==> src/rtl/regfile_write_arbiter_pkg.sv <==
// Shared widths, register-address type and zero-register constant for the
// register-file write arbiter.
package regfile_write_arbiter_pkg;

  localparam int unsigned RfAddrWidth = 3;
  localparam int unsigned RfDataWidth = 16;

  typedef logic [RfAddrWidth-1:0] reg_addr_t;

  // Writes to this register are accepted but never enabled on a port.
  localparam reg_addr_t ZeroReg = '0;

endpackage

==> src/rtl/rr_pick2.sv <==
// Combinational round-robin selection of up to two write requesters whose
// destination addresses differ.
module rr_pick2
  import regfile_write_arbiter_pkg::*;
#(
  parameter int unsigned NREQ = 4,
  parameter int unsigned AW   = RfAddrWidth,
  parameter int unsigned IW   = (NREQ > 1) ? $clog2(NREQ) : 1
) (
  input  logic [NREQ-1:0]    valid,
  input  logic [NREQ*AW-1:0] address,
  input  logic [IW-1:0]      ptr,
  output logic               grant0,
  output logic [IW-1:0]      index0,
  output logic               grant1,
  output logic [IW-1:0]      index1,
  output logic               held
);

  int unsigned   idx;
  logic [AW-1:0] addr0;
  logic [AW-1:0] addr_k;

  always_comb begin
    grant0 = 1'b0;
    index0 = '0;
    grant1 = 1'b0;
    index1 = '0;
    held   = 1'b0;
    idx    = 0;
    addr0  = '0;
    addr_k = '0;
    for (int unsigned k = 0; k < NREQ; k++) begin
      idx    = (32'(ptr) + k) % NREQ;
      addr_k = address[idx*AW +: AW];
      if (valid[idx]) begin
        if (!grant0) begin
          grant0 = 1'b1;
          index0 = IW'(idx);
          addr0  = addr_k;
        end else if (!grant1) begin
          // Same-address requesters ahead of the port-1 pick are flagged so
          // the pointer can stop just after port 0 and serve them next.
          if (addr_k != addr0) begin
            grant1 = 1'b1;
            index1 = IW'(idx);
          end else begin
            held = 1'b1;
          end
        end
      end
    end
  end

endmodule

==> src/rtl/regfile_write_arbiter.sv <==
// Two-port register-file write arbiter with round-robin fairness.
// Optional macro RF_WR_PENDING_EN adds the per-register pending output.
module regfile_write_arbiter
  import regfile_write_arbiter_pkg::*;
#(
  parameter int unsigned NREQ = 4,
  parameter int unsigned AW   = RfAddrWidth,
  parameter int unsigned DW   = RfDataWidth
) (
  input  logic              clock,
  input  logic              reset,
  input  logic [NREQ-1:0]    req_valid,
  input  logic [NREQ*AW-1:0] req_address,
  input  logic [NREQ*DW-1:0] req_data,
  output logic [NREQ-1:0]    req_ready,
  output logic [AW-1:0]      data_write0_address,
  output logic [AW-1:0]      data_write1_address,
  output logic [DW-1:0]      data_write0,
  output logic [DW-1:0]      data_write1,
  output logic               reg_write_enable0,
  output logic               reg_write_enable1
`ifdef RF_WR_PENDING_EN
  ,
  output logic [2**AW-1:0]   pending
`endif
);

  localparam int unsigned IW = (NREQ > 1) ? $clog2(NREQ) : 1;

  logic          grant0, grant1, held;
  logic [IW-1:0] index0, index1;
  logic [IW-1:0] rr_ptr, rr_ptr_next, last_index;
  logic [AW-1:0] sel_addr0, sel_addr1;
  logic [DW-1:0] sel_data0, sel_data1;

  rr_pick2 #(
    .NREQ (NREQ),
    .AW   (AW),
    .IW   (IW)
  ) u_pick (
    .valid   (req_valid),
    .address (req_address),
    .ptr     (rr_ptr),
    .grant0  (grant0),
    .index0  (index0),
    .grant1  (grant1),
    .index1  (index1),
    .held    (held)
  );

  always_comb begin
    req_ready = '0;
    if (!reset) begin
      if (grant0) req_ready[index0] = 1'b1;
      if (grant1) req_ready[index1] = 1'b1;
    end
  end

  assign sel_addr0 = req_address[32'(index0)*AW +: AW];
  assign sel_addr1 = req_address[32'(index1)*AW +: AW];
  assign sel_data0 = req_data[32'(index0)*DW +: DW];
  assign sel_data1 = req_data[32'(index1)*DW +: DW];

  // A held requester restarts the scan right after port 0 so it cannot starve.
  assign last_index  = (grant1 && !held) ? index1 : index0;
  assign rr_ptr_next = IW'((32'(last_index) + 1) % NREQ);

  always_ff @(posedge clock or posedge reset) begin
    if (reset) begin
      rr_ptr              <= '0;
      reg_write_enable0   <= 1'b0;
      reg_write_enable1   <= 1'b0;
      data_write0_address <= '0;
      data_write1_address <= '0;
      data_write0         <= '0;
      data_write1         <= '0;
    end else begin
      reg_write_enable0 <= grant0 && (sel_addr0 != AW'(ZeroReg));
      reg_write_enable1 <= grant1 && (sel_addr1 != AW'(ZeroReg));
      if (grant0) begin
        data_write0_address <= sel_addr0;
        data_write0         <= sel_data0;
        rr_ptr              <= rr_ptr_next;
      end
      if (grant1) begin
        data_write1_address <= sel_addr1;
        data_write1         <= sel_data1;
      end
    end
  end

`ifdef RF_WR_PENDING_EN
  always_comb begin
    pending = '0;
    if (reg_write_enable0) pending[data_write0_address] = 1'b1;
    if (reg_write_enable1) pending[data_write1_address] = 1'b1;
  end
`endif

endmodule

==> config.mk <==
export PLATFORM = sky130hd
export DESIGN_NAME = regfile_write_arbiter
export DESIGN_NICKNAME = d
export VERILOG_FILES = /design/src/rtl/regfile_write_arbiter_pkg.sv /design/src/rtl/rr_pick2.sv /design/src/rtl/regfile_write_arbiter.sv
export SDC_FILE = /design/constraint.sdc
export NUM_CORES = 1
export LEC_CHECK = 0
export CAP_MARGIN = 20
export CORE_MARGIN = 3
export CORE_UTILIZATION = 35
export DETAILED_ROUTE_END_ITERATION = 16
export GPL_TIMING_DRIVEN = 0
export PLACE_DENSITY = 0.72
export SLEW_MARGIN = 20
export SYNTH_ARGS = -nofsm -noshare
export SYNTH_HDL_FRONTEND = slang
export SYNTH_SLANG_ARGS = --single-unit
==> constraint.sdc <==
create_clock -name clock -period 5.5 [get_ports clock]
set_input_delay 1.1 -clock clock [delete_from_list [all_inputs] [get_ports clock]]
set_output_delay 1.1 -clock clock [all_outputs]
set_load 0.01 [all_outputs]
# Yosys cells after proc, flatten, opt, wreduce, memory -nomap -nowiden
# Cells that the tools add are included.
totals:
  latch_bits: 0
  memories: 0
  reg_bits: 42
  word_cells: 111
  ram_bits: 0
  rom_bits: 0
classes:
  addsub: 4
  n_mul: 6
  reduce_logical: 8
  shift: 8
  bitwise: 1
  div: 0
  n_mux: 66
  magnitude_cmp: 8
  eq_ne: 3
op_table:
  columns: ["op", "n"]
  rows:
  - ["variable part select 12 x 33 -> 3 bit", 4]
  - ["variable part select 64 x 7 -> 16 bit", 2]
  - ["two-way mux 2 bit", 19]
  - ["two-way mux 1 bit", 32]
  - ["multiplier 2 x 2 -> 4 bit (second input constant)", 6]
  - ["variable part select 12 x 5 -> 3 bit", 2]
  - ["< comparator 2 x 3 -> 1 bit (second input constant)", 6]
  - ["two-way mux 4 bit", 4]
  - ["two-way mux 3 bit", 5]
  - ["!= test 3 bit", 3]
  - ["binary-select mux 1 bit (select 2 bit)", 4]
  - ["nonzero test 3 bit", 2]
  - ["logical AND 1 bit", 5]
  - ["adder 2 x 1 -> 2 bit (second input constant)", 2]
  - ["adder 2 bit (second input constant)", 2]
  - ["demux 1 bit (select 2 bit)", 2]
  - ["greater-or-equal comparator 2 x 1 -> 1 bit (second input constant)", 2]
  - ["bitwise OR 4 bit", 1]
  - ["logical NOT 1 bit", 1]

# Logic depth before layout (Yosys ltp)
# Gate-level depths: netlist of run 1.
depth:
  ltp_word: 22
  depth_mapped: 16
  mapped_depth_nobuf: 13

# Modules after synthesis
# From an unflattened synthesis of run 1, not the netlist that was laid out.
unflattened:
  hier_cells: 301
  hier_area_um2: 3863.7
modules_own_cells:
  columns: ["mod", "cells_each", "area_each_um2", "instances"]
  rows:
  - ["regfile_write_arbiter", 160, 2775.2, 1]
  - ["rr_pick2", 141, 1088.5, 1]

# Worst setup path after synthesis of run 1
# Ideal clock, no wire load.
synth_path:
  path_type: "input -> output"
  start: "input port req_address[2]"
  end: "output port req_ready[2]"
  path_stages: 10
  t_required_ps: 4400
  setup_slack_ps: 735
  t_arrival_ps: 3665
  cell_sequence: "clkbuf_1 > mux4_2 > and3_1 > nor4_2 > mux2i_1 > nor3_2 > o41ai_4 > buf_2 > nand3_1 > a21oi_1"
synth_between:
  elab_chain_cells: 21
  elab_cells_between_ends: 42
  cone_classes: "2 x order compare; 3 x eq/ne; 4 x shift; 31 x mux; 1 x bitwise; 1 x reduce/logical"
synth_lines:
  columns: ["item", "line", "text"]
  rows:
  - ["start: declaration", "regfile_write_arbiter.sv:13", "input logic [NREQ*AW-1:0] req_address,"]
  - ["variable part select 12 x 33 -> 3 bit", "rr_pick2.sv:35", "addr_k = address[idx*AW +: AW];"]
  - ["two-way mux 3 bit", "rr_pick2.sv:36", "if (valid[idx]) begin"]
  - ["!= test 3 bit", "rr_pick2.sv:44", "if (addr_k != addr0) begin"]
  - ["two-way mux 2 bit", "rr_pick2.sv:44", null]
  - ["two-way mux 2 bit", "rr_pick2.sv:37", "if (!grant0) begin"]
  - ["two-way mux 2 bit", "rr_pick2.sv:36", null]
  - ["two-way mux 2 bit", "rr_pick2.sv:44", null]
  - ["two-way mux 2 bit", "rr_pick2.sv:41", "end else if (!grant1) begin"]
  - ["[... 5 more ...]", null, null]
  - ["two-way mux 2 bit", "rr_pick2.sv:36", null]
  - ["< comparator 2 x 3 -> 1 bit (not written as such) / greater-or-equal comparator 2 x 1 -> 1 bit (equally long branches)", "regfile_write_arbiter.sv:55", "if (grant1) req_ready[index1] = 1'b1;"]
  - ["logical AND 1 bit (not written as such)", "regfile_write_arbiter.sv:55", null]
  - ["two-way mux 1 bit (not written as such)", "regfile_write_arbiter.sv:55", null]
  - ["demux 1 bit (select 2 bit)", "regfile_write_arbiter.sv:55", null]
  - ["bitwise OR 4 bit (no source line)", null, null]
  - ["two-way mux 4 bit (*)", "regfile_write_arbiter.sv:55", null]
  - ["two-way mux 4 bit (*)", "regfile_write_arbiter.sv:53", "if (!reset) begin"]
  - ["end: declaration", "regfile_write_arbiter.sv:15", "output logic [NREQ-1:0] req_ready,"]
# Every way passes the cells marked *; elsewhere a longest branch is shown, timed or not.

# Worst setup path after layout of run 1
layout_path:
  start: "input port req_valid[3]"
  end: "output port req_ready[0]"
layout_between:
  elab_chain_cells: 22
  elab_cells_between_ends: 64
  cone_classes: "4 x order compare; 3 x eq/ne; 54 x mux; 1 x bitwise; 2 x reduce/logical"
layout_lines:
  columns: ["item", "line", "text"]
  rows:
  - ["start: declaration", "regfile_write_arbiter.sv:12", "input logic [NREQ-1:0] req_valid,"]
  - ["binary-select mux 1 bit (select 2 bit)", "rr_pick2.sv:36", null]
  - ["two-way mux 1 bit (not written as such)", "rr_pick2.sv:36", null]
  - ["two-way mux 3 bit", "rr_pick2.sv:36", null]
  - ["!= test 3 bit", "rr_pick2.sv:44", null]
  - ["two-way mux 2 bit", "rr_pick2.sv:44", null]
  - ["two-way mux 2 bit", "rr_pick2.sv:37", null]
  - ["two-way mux 2 bit", "rr_pick2.sv:36", null]
  - ["two-way mux 2 bit", "rr_pick2.sv:44", null]
  - ["[... 6 more ...]", null, null]
  - ["two-way mux 2 bit", "rr_pick2.sv:36", null]
  - ["< comparator 2 x 3 -> 1 bit (not written as such) / greater-or-equal comparator 2 x 1 -> 1 bit (equally long branches)", "regfile_write_arbiter.sv:55", null]
  - ["logical AND 1 bit (not written as such)", "regfile_write_arbiter.sv:55", null]
  - ["two-way mux 1 bit (not written as such)", "regfile_write_arbiter.sv:55", null]
  - ["demux 1 bit (select 2 bit)", "regfile_write_arbiter.sv:55", null]
  - ["bitwise OR 4 bit (no source line)", null, null]
  - ["two-way mux 4 bit (*)", "regfile_write_arbiter.sv:55", null]
  - ["two-way mux 4 bit (*)", "regfile_write_arbiter.sv:53", null]
# Every way passes the cells marked *; elsewhere a longest branch is shown, timed or not. The select of a mux whose other input is x is not followed.

==> flow_metrics.tcl, run 1 <==
set metrics [dict create \
    fp-row-count 39 \
    comb_power_share_pct 79.5 \
    pwr-share-seq_pct 12.3 \
    maxCapViolCount 0 \
    diodes 0 \
    final_cell_mix "clkdlybuf4s50_1, nand2_1, mux2i_1, dfrtp_1, clkbuf_1" \
    drtAntennaViolNets 0 \
    yosysUniqueCellTypes 62 \
    ys_seq_elements 42 \
    gp_congestion 0.9352 \
    drcViolationCount 0 \
    grt_first_pass_wirelength_mm 23.76 \
    outcome "completed" \
    crit_type "input port to output port" \
    drive_above_1_share_pct 16.59 \
    max_freq_mhz 187.6 \
    holdWs_ns 0.4820 \
    fp.dieW_um 115.9 \
    cts_tree "yes" \
    synth_async_sr_flop_share_pct 100.0 \
    grt_max_degree 29 \
    synth_flop_cell "dfrtp_1" \
    die_h_um 115.9 \
    synth_warnings 0 \
    post-route-min-period_ns 5.332 \
    maxSlewViolCount 0 \
    track_usage_pct 22.51 \
    fin_crit_sh_pct 96.94 \
    initial_core_util_pct 36.43 \
    cts_buffers 5 \
    slew_headroom_pct 51.29 \
    synth_edf_count 0 \
    wl_per_cell_um 19.44 \
    p_switching_w 0.002262 \
    io_pins 126 \
    worstPathMaxFanout 6 \
    vias 4535 \
    htreeDepth 2 \
    drt_iter0_markers 320 \
    dp_hpwl_mm 11.61 \
    final_util_pct 52.01 \
    clkPwrFrac_pct 8.2 \
    required_ns 4.40 \
    instances_no_fill 782 \
    setup_violations 0 \
    place_area_sq_um 5600 \
    cp-end-kind "output port" \
    yosys-top-cells-area "dfrtp_1, mux2i_1, nand2_1, mux2_2, mux4_2" \
    worstMarginPinSlew_ns 0.7246 \
    drt-pass1-iter-count 5 \
    grt_pass1_vias 4581 \
    via_per_inst 5.799 \
    routed_wl_mm 15.20 \
    hold_violations 0 \
    final_common_cell "clkdlybuf4s50_1" \
    yosysTopAreaCellShare_pct 24.84 \
    nNetsFinal 721 \
    ctsRootBufferMaster "clkbuf_16" \
    synth_nets 583 \
    worstSkewPairLatency_ns 0.29 \
    netlist_instances 500 \
    skew_ns 0.006162 \
    arrival_ns 4.23 \
    vdd_ir_drop_max_uv 406.4 \
    coreArea_sq_um 11610 \
    yosysSeqAreaShare_pct 24.84 \
    synth.avg_cell_area_sq_um 8.461 \
    p_total_w 0.004924 \
    cp-start-kind "input port" \
    syn2layout_area_growth_pct 42.80 \
    die_area_sq_um 13440 \
    port_buffers 117 \
    swShare_pct 45.95 \
    yosys.area.top_type "dfrtp_1" \
    leakagePower_nw 2.512 \
    power_density_nw_per_um2 815.1 \
    cts_buffer_depth 2 \
    internal_power_w 0.002661 \
    syn_area_sq_um 4230 \
    cts_sinks 42 \
    antenna_found_initial 0 \
    rsz0062_at_grt "false" \
    min_path_type "flip-flop to flip-flop" \
    clkTransAtPathRegs_ns 0.06 \
    final_area_sq_um 6041 \
    dp.cells 761 \
    gr-total-overflow 0 \
]
per-layer routing:
| metal | vias up | GRT usage (%) | share of wire [%] | routed length (um) |
|---|---|---|---|---|
| li1 | 2106 | - | - | - |
| met3 | 38 | 5.222 | 7.8 | 1180 |
| met5 | - | 0 | 0 | 0 |
| met4 | 0 | 8.275 | 3.0 | 459 |
| met2 | 191 | 38.32 | 49 | 7374 |
| met1 | 2200 | 27.79 | 41 | 6189 |
sequential cells by signal, indices dropped and copies added (netlist names):
signal	count
data_write0_address	3
reg_write_enable0	1
rr_ptr	2
data_write1	16
data_write1_address	3
reg_write_enable1	1
data_write0	16
cell families after synthesis:
logic type	after synthesis	synth area share (%)
adder cells (fa/ha/maj)	1	0.2957
AO/OA/AOI/OAI	116	19.88
AND/OR/NAND/NOR	178	20.65
buffers and inverters	59	6.684
flip-flops	42	24.84
XOR/XNOR	16	3.313
multiplexers	88	24.34
Yosys cell counts (7+ instances only):
cell      number
dfrtp_1       42
a22oi_1        9
mux2i_1       50
a21oi_1       10
nand2_1       81
and2_1        18
nand3_1       15
xnor2_1       13
a31oi_1       13
buf_2          7
o21ai_0       18
mux2_2        21
clkbuf_1      33
mux4_2         9
o31ai_1       17
nor2_1        21
mux2_1         8
and3_1        18
a211oi_1      17
through the flow:
step | worst slack [ns] | setup TNS, ns
CTS | 0.02608 | 0
detailed placement | -0.9325 | -3.059
finish | 0.1681 | 0
global route | 0.05837 | 0
global placement | -0.8431 | -2.805
floorplan | 0.7352 | 0
repair_timing:
item / 4_1_cts / 5_1_grt
buffers inserted: 14 / 2
pin swaps: 6 / 3
endpoints found under the setup margin: 4 / 4
resized for setup: 39 / 9
hold buffers: 0 / 0
power groups by stage:
stage	logic (W)	registers [W]	clock network [W]
after CTS	0.00385	0.000605	0.000407
after floorplan	0.00243	0.000661	0
after global routing	0.00422	0.000623	0.000417
final	0.00391	0.000605	0.000404
after global placement	0.00351	0.000604	0
after detailed placement	0.00358	0.000605	0
final cells by class:
| type | count | area [sq um] |
|---|---|---|
| multi-input combinational | 399 | 2997 |
| timing repair buffer | 134 | 1310 |
| tap | 143 | 178.9 |
| sequential | 42 | 1051 |
| inverter | 9 | 33.78 |
| clock buffer | 6 | 138.9 |
| fill | 1083 | 5573 |
| buffer | 47 | 271.5 |
| clock inverter | 2 | 60.06 |
worst paths after layout:
path | slack, ns | start | endpoint | depth (start not counted)
worst min-delay path | 0.48 | data_write0_address[2] | data_write0_address[2] | 2
worst max register to register | 1.69 | rr_ptr[0] | data_write1[13] | 15
min in group asynchronous | 1.28 | reset | data_write0[12] | 2
worst max-delay path | 0.17 | req_valid[3] | req_ready[0] | 13
worst min register to register | 0.48 | data_write0_address[2] | data_write0_address[2] | 2
max in group asynchronous | 3.75 | reset | data_write0_address[1] | 3
critical path: stages:
cell and delay (ns):
dlygate4sd2_1 0.30, mux4_2 0.54, and3_1 0.18, nor4_2 0.32
mux2i_1 0.24, buf_4 0.15, nor3_4 0.05, buf_4 0.15
or4_1 0.52, o2111a_2 0.16, a21oi_1 0.16, nor2_1 0.05
dlygate4sd2_1 0.29
(Power assumes the default switching activity.)
==> run 2, diff against run 1 <==
--- a/config.mk
+++ b/config.mk
@@ -5,13 +5,14 @@
 export SDC_FILE = /design/constraint.sdc
 export NUM_CORES = 1
 export LEC_CHECK = 0
-export CAP_MARGIN = 20
+export CAP_MARGIN = 15
 export CORE_MARGIN = 3
 export CORE_UTILIZATION = 35
 export DETAILED_ROUTE_END_ITERATION = 16
 export GPL_TIMING_DRIVEN = 0
-export PLACE_DENSITY = 0.72
+export PLACE_DENSITY = 0.74
 export SLEW_MARGIN = 20
 export SYNTH_ARGS = -nofsm -noshare
 export SYNTH_HDL_FRONTEND = slang
+export SYNTH_HIERARCHICAL = 1
 export SYNTH_SLANG_ARGS = --single-unit
==> constraint.sdc (replaced) <==
create_clock -name clock -period 5.4 [get_ports clock]
set_input_delay 1.08 -clock clock [delete_from_list [all_inputs] [get_ports clock]]
set_output_delay 1.08 -clock clock [all_outputs]
set_load 0.01 [all_outputs]
==> run 2 against run 1 <==
  * Final cell count down 26%
  * Synthesized cell count is 40% lower
  * Largest power group unchanged
  * Design area is 7.1% lower
  * Register-to-register slack better by 0.04 ns
  * Synthesized area decreased by 8.7%
  * First-iteration DRC count fell by 49%
  * Critical endpoint unchanged
==> flow_metrics.tcl, run 2 <==
set metrics [dict create \
    ctsRootBufferMaster "clkbuf_8" \
    htreeDepth 2 \
    synth_nets 384 \
    gr-total-overflow 0 \
    maxSlewViolCount 0 \
    vias 3243 \
    worstSkewPairLatency_ns 0.29 \
    synth_warnings 6 \
    min_path_type "flip-flop to flip-flop" \
    io_pins 126 \
    maxCapViolCount 0 \
    required_ns 4.32 \
    cts_buffers 5 \
    busiest_layer "met2" \
    worstHoldEndpoint "data_write1[14]" \
    drt_iter0_markers 164 \
    crit_slowest_cell "mux4_2" \
    fp-row-count 37 \
    cp_common_cell "buf_6" \
    grt_max_degree 32 \
    drt-pass1-iter-count 4 \
    skew_ns 0.01241 \
    fin_crit_sh_pct 97.20 \
    final_common_cell "clkdlybuf4s50_1" \
    netlist_instances 301 \
    synth_edf_count 0 \
    via_per_inst 5.582 \
    final_util_pct 53.40 \
    setup_violations 0 \
    power_density_nw_per_um2 760.5 \
    die_area_sq_um 12340 \
    cts_sinks 42 \
    fillers 923 \
    drcViolationCount 0 \
    leakagePower_nw 2.301 \
    clkTransAtPathRegs_ns 0.08 \
    rsz0062_at_grt "false" \
    p_total_w 0.004268 \
    post-route-min-period_ns 5.249 \
    reg2reg_slack_ns 1.73 \
    yosysTopAreaCellShare_pct 27.20 \
    slew_headroom_pct 68.82 \
    yosys-top-cells-area "dfrtp_1, mux4_2, mux2_4, mux4_1, mux2_2" \
    cp-end-kind "output port" \
    top_regs "data_write0 x16, data_write1 x16" \
    synth_flop_cell "dfrtp_1" \
    cp.buffers_inverters 4 \
    instances_no_fill 581 \
    syn2layout_area_growth_pct 45.24 \
    yosys.area.top_type "dfrtp_1" \
    cp-start-kind "input port" \
    synthTopCellsByCount "dfrtp_1, mux4_2, mux2_4" \
    dp_hpwl_mm 8.856 \
    outcome "completed" \
    die_h_um 111.1 \
    drive_above_1_share_pct 34.61 \
    synth_async_sr_flop_share_pct 100.0 \
    yosysUniqueCellTypes 53 \
    vdd_ir_drop_max_uv 335.3 \
    synth.most_common_cell "dfrtp_1" \
    cp_top_family "buffers and inverters" \
    dp.cells 562 \
    path_cells "clkdlybuf4s50_1, mux4_2, nand2_4, o21ai_2, a221oi_2, xnor2_2, o31ai_4, o31ai_2, buf_6, buf_6, or3b_1, a21oi_1, clkdlybuf4s15_2" \
    worstMarginPinSlew_ns 0.4677 \
    worstPathMaxFanout 10 \
    reg2reg_from "rr_ptr[0]" \
    cpPeakStageDelay_ns 0.58 \
    final_cell_mix "clkdlybuf4s50_1, dfrtp_1, mux4_2, mux2_4, buf_4" \
    nNetsFinal 527 \
    synth.avg_cell_area_sq_um 12.84 \
    gr-usage-met2_pct 32.36 \
    ff2ff_path_depth 13 \
    dp_slack_ns -0.6164 \
    fp.dieW_um 111.1 \
    r2r_end "data_write1_address[2]" \
    syn_area_sq_um 3864 \
    holdWs_ns 0.5122 \
    use_met3_pct 2.183 \
    cts_buffer_depth 2 \
    crit_type "input port to output port" \
    gp_congestion 0.8751 \
    diodes 0 \
    arrival_ns 4.17 \
    wl_per_cell_um 19.53 \
    yosysSeqAreaShare_pct 27.20 \
    routed_wl_mm 11.35 \
    max_freq_mhz 190.5 \
    track_usage_pct 18.44 \
    ys_seq_elements 42 \
    coreArea_sq_um 10510 \
    setup_slack_ns 0.1514 \
    port_buffers 124 \
    cts_tree "yes" \
    drtAntennaViolNets 0 \
    antenna_found_initial 0 \
    grt_first_pass_wirelength_mm 18.60 \
    hold_violations 0 \
    hp-start "data_write1[14]" \
    grt_pass1_vias 3487 \
    min_path_cells 1 \
    use_met1_pct 23.94 \
    initial_core_util_pct 36.77 \
]
run 2: cell count changes after synthesis, sizes merged, moves of 14 or more:
cell,change
a211oi,-19
nand2,-61
and3,-18
mux2i,-41
mux4,+38
and2,-18
mux2,+14
clkbuf,-27
run 2: repair_timing:
item / CTS / global route
endpoints found under the hold margin: 0 / 0
pin swaps: 4 / 6
hold buffers: 0 / 0
setup endpoints to repair: 4 / 4
gates resized for setup: 18 / 19
setup buffers: 3 / 10
run 2: worst reg2reg max path, cell delays in order, from the launching register on:
cell     delay [ns]
dfrtp_1        0.43
buf_6          0.16
buf_4          0.21
mux2i_1        0.37
mux2_2         0.24
xor2_1         0.22
a31oi_2        0.21
nor4_1         0.27
a22oi_2        0.09
o31ai_2        0.08
buf_6          0.13
buf_4          0.18
mux4_1         0.67
mux2_2         0.31
run 2: layer usage:
| layer | share of wire [%] | vias up | routed length [um] |
|---|---|---|---|
| met2 | 51 | 131 | 5798 |
| met4 | 2.2 | 0 | 255 |
| li1 | - | 1489 | - |
| met1 | 42 | 1605 | 4722 |
| met3 | 5.0 | 18 | 569 |
| met5 | 0 | - | 0 |
run 2: power breakdown:
part / total, W / switching [W] / internal [W]
sequential: 0.000592 / 0.0000911 / 0.000501
clock: 0.000212 / 0.000109 / 0.000103
combinational: 0.00346 / 0.00145 / 0.00201
run 2: per-stage QoR:
| stage | instance area, sq um | setup TNS [ns] |
|---|---|---|
| after detailed placement | 5295 | -2.089 |
| final | 5612 | 0 |
| after floorplan | 3864 | 0 |
| after global routing | 5612 | 0 |
| after CTS | 5450 | 0 |
| after global placement | 5275 | -1.876 |
run 2: layout make-up:
class	count	area (sq um)	share of cell area (%)
Buffer	28	234.0	4.169
Clock buffer	6	82.58	1.472
Clock inverter	2	12.51	0.2230
Inverter	6	22.52	0.4013
Multi-Input combinational cell	223	2671	47.60
Sequential cell	42	1051	18.73
Tap cell	136	170.2	3.032
Timing Repair Buffer	138	1368	24.37
run 2: worst max-delay path by stage:
stage	startpoint	to	slack, ns	cells past startpoint
after floorplan	req_valid[1]	req_ready[0]	0.76	13
after global placement	req_valid[2]	req_ready[2]	-0.55	15
after detailed placement	req_valid[2]	req_ready[2]	-0.62	15
after CTS	req_valid[3]	req_ready[3]	0.005	13
after global routing	req_address[10]	req_ready[0]	0.003	13
final	req_address[10]	req_ready[0]	0.15	13
run 2: logic make-up (layout without fill, tap and decap cells):
group / after synthesis / after routing / synth area share, %
flip-flops: 42 / 42 / 27.20
XOR/XNOR: 12 / 12 / 2.720
AND/OR/NAND/NOR: 59 / 59 / 8.096
adder cells (fa/ha/maj): 1 / 1 / 0.3238
multiplexers: 99 / 99 / 45.76
buffers and inverters: 36 / 180 / 6.185
AO/OA/AOI/OAI: 52 / 52 / 9.716
